[src/rtl/piso_serializer.sv]
// Parallel-in, serial-out transmitter: LSB first, one bit per clk, valid/ready load with back-to-back reload.
// Define PIS_PARITY_EN to append one even-parity bit (state PAR) after each word.
module piso_serializer #(
    parameter int WIDTH = 4
) (
    input  logic             clk,
    input  logic             clear,
    input  logic [WIDTH-1:0] D,
    input  logic             load_valid,
    output logic             load_ready,
    output logic             SO,
    output logic             so_valid,
    output logic             busy,
    output logic             done
);

    localparam int CNT_W = $clog2(WIDTH + 1);
    localparam logic [CNT_W-1:0] LAST = CNT_W'(WIDTH - 1);

`ifdef PIS_PARITY_EN
    typedef enum logic [1:0] {ST_IDLE = 2'd0, ST_SHIFT = 2'd1, ST_PAR = 2'd2} state_t;
    logic r_par, w_par_nxt;
`else
    typedef enum logic {ST_IDLE = 1'b0, ST_SHIFT = 1'b1} state_t;
`endif

    state_t           r_state, w_state_nxt;
    logic [WIDTH-1:0] r_sreg,  w_sreg_nxt;
    logic [CNT_W-1:0] r_cnt,   w_cnt_nxt;
    logic             r_done,  w_done_nxt;
    logic             w_ready, w_fire;

    // Ready is decoded from state/cnt only; gating with clear keeps it low while reset is held.
    always_comb begin
        w_ready = 1'b0;
        case (r_state)
            ST_IDLE:  w_ready = 1'b1;
`ifdef PIS_PARITY_EN
            ST_PAR:   w_ready = 1'b1;
`else
            ST_SHIFT: w_ready = (r_cnt == LAST);
`endif
            default:  w_ready = 1'b0;
        endcase
    end

    assign load_ready = clear & w_ready;
    assign w_fire     = load_valid & load_ready;

    // NOTE: every next-state variable gets a default first so no path can infer a latch.
    always_comb begin
        w_state_nxt = r_state;
        w_sreg_nxt  = r_sreg;
        w_cnt_nxt   = r_cnt;
        w_done_nxt  = 1'b0;
`ifdef PIS_PARITY_EN
        w_par_nxt   = r_par;
`endif
        case (r_state)
            ST_IDLE: ;
            ST_SHIFT: begin
                w_sreg_nxt = {1'b0, r_sreg[WIDTH-1:1]};
                w_cnt_nxt  = r_cnt + CNT_W'(1);
                if (r_cnt == LAST) begin
                    w_cnt_nxt = '0;
`ifdef PIS_PARITY_EN
                    w_state_nxt = ST_PAR;
`else
                    w_done_nxt  = 1'b1;
                    w_state_nxt = ST_IDLE;
`endif
                end
            end
`ifdef PIS_PARITY_EN
            ST_PAR: begin
                w_done_nxt  = 1'b1;
                w_state_nxt = ST_IDLE;
            end
`endif
            default: w_state_nxt = ST_IDLE;
        endcase

        // A fired handshake overrides the idle/shift defaults above, giving gap-free reload.
        if (w_fire) begin
            w_state_nxt = ST_SHIFT;
            w_sreg_nxt  = D;
            w_cnt_nxt   = '0;
`ifdef PIS_PARITY_EN
            w_par_nxt   = ^D;
`endif
        end
    end

    // NOTE: sequential state uses non-blocking assignments so all registers update together.
    always_ff @(posedge clk or negedge clear) begin
        if (!clear) begin
            r_state <= ST_IDLE;
            r_sreg  <= '0;
            r_cnt   <= '0;
            r_done  <= 1'b0;
`ifdef PIS_PARITY_EN
            r_par   <= 1'b0;
`endif
        end else begin
            r_state <= w_state_nxt;
            r_sreg  <= w_sreg_nxt;
            r_cnt   <= w_cnt_nxt;
            r_done  <= w_done_nxt;
`ifdef PIS_PARITY_EN
            r_par   <= w_par_nxt;
`endif
        end
    end

    always_comb begin
        SO       = 1'b0;
        so_valid = 1'b0;
        case (r_state)
            ST_SHIFT: begin
                SO       = r_sreg[0];
                so_valid = 1'b1;
            end
`ifdef PIS_PARITY_EN
            ST_PAR: begin
                SO       = r_par;
                so_valid = 1'b1;
            end
`endif
            default: ;
        endcase
    end

    assign busy = so_valid;
    assign done = r_done;

endmodule

[config.mk]
export PLATFORM = sky130hd
export DESIGN_NAME = piso_serializer
export DESIGN_NICKNAME = d
export VERILOG_FILES = /design/src/rtl/piso_serializer.sv
export SDC_FILE = /design/constraint.sdc
export NUM_CORES = 1
export LEC_CHECK = 0
export ABC_AREA = 1
export CORE_AREA = 2 2 39 41
export CTS_CLUSTER_DIAMETER = 100
export DETAILED_ROUTE_END_ITERATION = 16
export DIE_AREA = 0 0 41 43
export MAX_ROUTING_LAYER = met4
export SLEW_MARGIN = 20
export SYNTH_ARGS = -nofsm -noshare
export SYNTH_HDL_FRONTEND = slang
export SYNTH_SLANG_ARGS = --single-unit
[constraint.sdc]
create_clock -name clk -period 1.2 [get_ports clk]
set_input_delay 0.3 -clock clk [delete_from_list [all_inputs] [get_ports clk]]
set_output_delay 0.3 -clock clk [all_outputs]
set_load 0.1 [all_outputs]
==> results.toml <==
[power_and_ir_drop]
power_frac_seq = 0.206
pwr-share-comb = 0.695
p_switching_w = 0.00115
swShare = 0.473
cellLeakagePower_nw = 0.406
p_clk_frac = 0.099
powerDensity_nw_per_um2 = 2900
p_int_w = 0.00127
vdd_ir_drop_max_uv = 1190

[logic_synthesis]
synthCells = 52
ys_warn_count = 0
synth.largest_area_cell = "dfrtp_1"
syn_area_sq_um = 457
synth_compound_area_frac = 0.0575
synth_top_area_frac = 0.493
synth_cell_types = 17
synthTopCellsByArea = "dfrtp_1, nand2_1, inv_1, nand3_1, nand4_1"
synthXorXnorAreaFrac = 0
avgSynthCellArea_sq_um = 8.78
synth.area.mux_share = 0
synthAdderAreaFrac = 0.0274
seq_area_frac_synth = 0.493
syn-num-nets = 60
synth-simple-area-share = 0.323
synth_seq_cells = 9
synth_top_family_by_area = "simple AND/OR/NAND/NOR gates"

[floorplan]
pin_count = 12
fp-row-count = 14
die_h_um = 43
die_area_sq_um = 1760
initial_core_util = 0.330
core_sq_um = 1380
dieWidth_um = 41

[cells_and_area]
antenna_cells = 0
nets = 88
area_growth_pct = 82.7
fin_util = 0.603
final_area_sq_um = 835
drive_above_1_share = 0.519

[critical_path]
reg2reg_slack_ns = -0.17
path_buf_inv = 1
timing.rr.end = "r_sreg[0]$_DFFE_PN0P_"
startpoint_type = "register"
r2r_start = "r_cnt[0]$_DFFE_PN0P_"
crit_required_ns = 0.90
critPathTopFamily = "flip-flops"
setup.worst_path.end_class = "output port"
max_stage_delay_ns = 0.36
r2r_cells = 8
critical_path.max_fanout = 2
worst_path_max_delay_cell = "dfrtp_1"
criticalPathCategory = "register to output port"
crit_arrival_ns = 1.23
path_cells = "ha_2 -> nand2_4 -> a21boi_4 -> buf_12"

[drt]
dr_total_vias = 437
viasPerCell = 4.60
finalWirelength_um = 1130
drt_iter0_markers = 7
firstDrtPassIters = 4
wl_per_cell_um = 11.9
ant_nets = 0
drc = 0

[clock_tree]
path_clk_slew_ns = 0.06
htreeDepth = 1
clockBufferDepth = 2
cts_buffers = 3
clock_latency_ns = 0.26
tritoncts = "yes"
root_buffer = "clkbuf_4"
clock_sinks = 9

[sta]
worst_pin_slew_ns = 0.329
clock_skew_ns = 0.00377
worst_slew_margin_rel = 0.780
rsz0062_at_grt = "yes"
setup_violations = 12
finalHoldViolCount = 0
drv_slew = 0
finalCriticalPeriod_ns = 1.53
post-route-period-util = 1.28
fmax_mhz = 653
setup_slack_ns = -0.331
fin_setup_tns_ns = -1.76

[job]
drv_cap = 0

[global_routing]
first_global_vias = 429
grt-ovfl-total = 0
grt_max_degree = 10
antenna_found_initial = 0
grt_pass1_wl_um = 1870
track_usage = 0.168

[place]
io_buffers = 11
dpl_worst_slack_ns = -0.256
place_area_sq_um = 682
gp_congestion = 0.731
dpl.hpwl_um = 660

[status]
status = "finished, violations left"
violations = "negative setup slack"

[min_path]
hold_path.class = "primary input to async pin"
synthesized netlist by cell type:
| library cell | instances |
|---|---|
| nand2_4 | 1 |
| a21oi_2 | 1 |
| nand3_1 | 4 |
| nand2_2 | 2 |
| nand3_4 | 1 |
| inv_2 | 1 |
| a21boi_0 | 1 |
| ha_1 | 1 |
| o21ai_1 | 1 |
| o21ai_0 | 1 |
| inv_1 | 6 |
| buf_4 | 1 |
| nand2_1 | 17 |
| nor2_1 | 1 |
| buf_6 | 1 |
| nand4_1 | 3 |
| dfrtp_1 | 9 |
cell usage in the layout (no fill, tap or decap):
cell             count
inv_1                4
buf_12               5
dfrtp_1              8
clkinvlp_4           1
nand3_2              2
dfrtp_4              1
buf_4               10
nand3_1              2
nand4_1              3
o21ai_2              2
nand2_1             13
nand3_4              1
nand2_8              1
a21boi_4             1
nor2_1               1
buf_6                4
clkbuf_4             3
inv_2                2
ha_2                 1
clkdlybuf4s50_1      6
nand2_2              5
clkbuf_1             1
nand2_4              1
a21oi_4              1
state kept, by name, indices dropped and copies added, names as in the netlist:
name     cells
r_sreg       4
r_cnt        3
done         1
r_state      1
cells by family (layout without fill, tap and decap cells):
| logic type | count (synthesis) | in the layout |
|---|---|---|
| adder cells (fa/ha/maj) | 1 | 1 |
| AND/OR/NAND/NOR | 29 | 29 |
| AO/OA/AOI/OAI | 4 | 4 |
| buffers and inverters | 9 | 36 |
| flip-flops | 9 | 9 |
worst max path at each step:
| stage | from | endpoint | slack (ns) | depth (start not counted) |
|---|---|---|---|---|
| after floorplan | r_state$_DFF_PN0_ | load_ready | -0.48 | 2 |
| after global placement | clear | load_ready | -0.25 | 3 |
| after detailed placement | clear | load_ready | -0.26 | 3 |
| after CTS | r_cnt[1]$_DFFE_PN0P_ | load_ready | -0.33 | 4 |
| after global routing | r_cnt[0]$_DFFE_PN0P_ | load_ready | -0.39 | 4 |
| final | r_cnt[0]$_DFFE_PN0P_ | load_ready | -0.33 | 4 |
timing repair:
item / in CTS / in global routing
resized for setup: 11 / 8
hold buffers: 0 / 0
setup buffers: 4 / 5
setup endpoints to repair: 11 / 12
pin swaps: 5 / 3
power by group through the flow:
stage / Clock (W) / Sequential [W] / Combinational [W]
CTS: 0.000242 / 0.000499 / 0.00152
global placement: 0 / 0.000521 / 0.00126
floorplan: 0 / 0.000662 / 0.000705
detailed placement: 0 / 0.000523 / 0.00127
finish: 0.000239 / 0.000498 / 0.00168
global route: 0.000258 / 0.000512 / 0.00178
metrics by stage:
| step | std cells | power (W) | hold slack [ns] |
|---|---|---|---|
| after detailed placement | 83 | 0.00180 | 0.465 |
| after global routing | 95 | 0.00255 | 0.390 |
| after floorplan | 52 | 0.00137 | 0.00441 |
| after global placement | 83 | 0.00179 | 0.456 |
| after CTS | 91 | 0.00226 | 0.360 |
| final | 95 | 0.00242 | 0.361 |
routing by layer:
metal / vias up / share of wire / routed length [um] / GRT usage
met5: - / 0 / 0 / -
li1: 220 / - / - / -
met2: 10 / 0.53 / 599 / 0.225
met4: 0 / 0.015 / 17 / 0.0800
met1: 203 / 0.40 / 451 / 0.214
met3: 4 / 0.054 / 61 / 0.0681
area by class of cell:
cell class                 count  area [sq um]
clock buffer                   4          26.3
tap                           16          20.0
inverter                       7          30.0
timing repair buffer          25           280
multi-input combinational     34           249
sequential                     9           229
fill                         114           549
No activity file was read; power rests on OpenSTA's default activity.
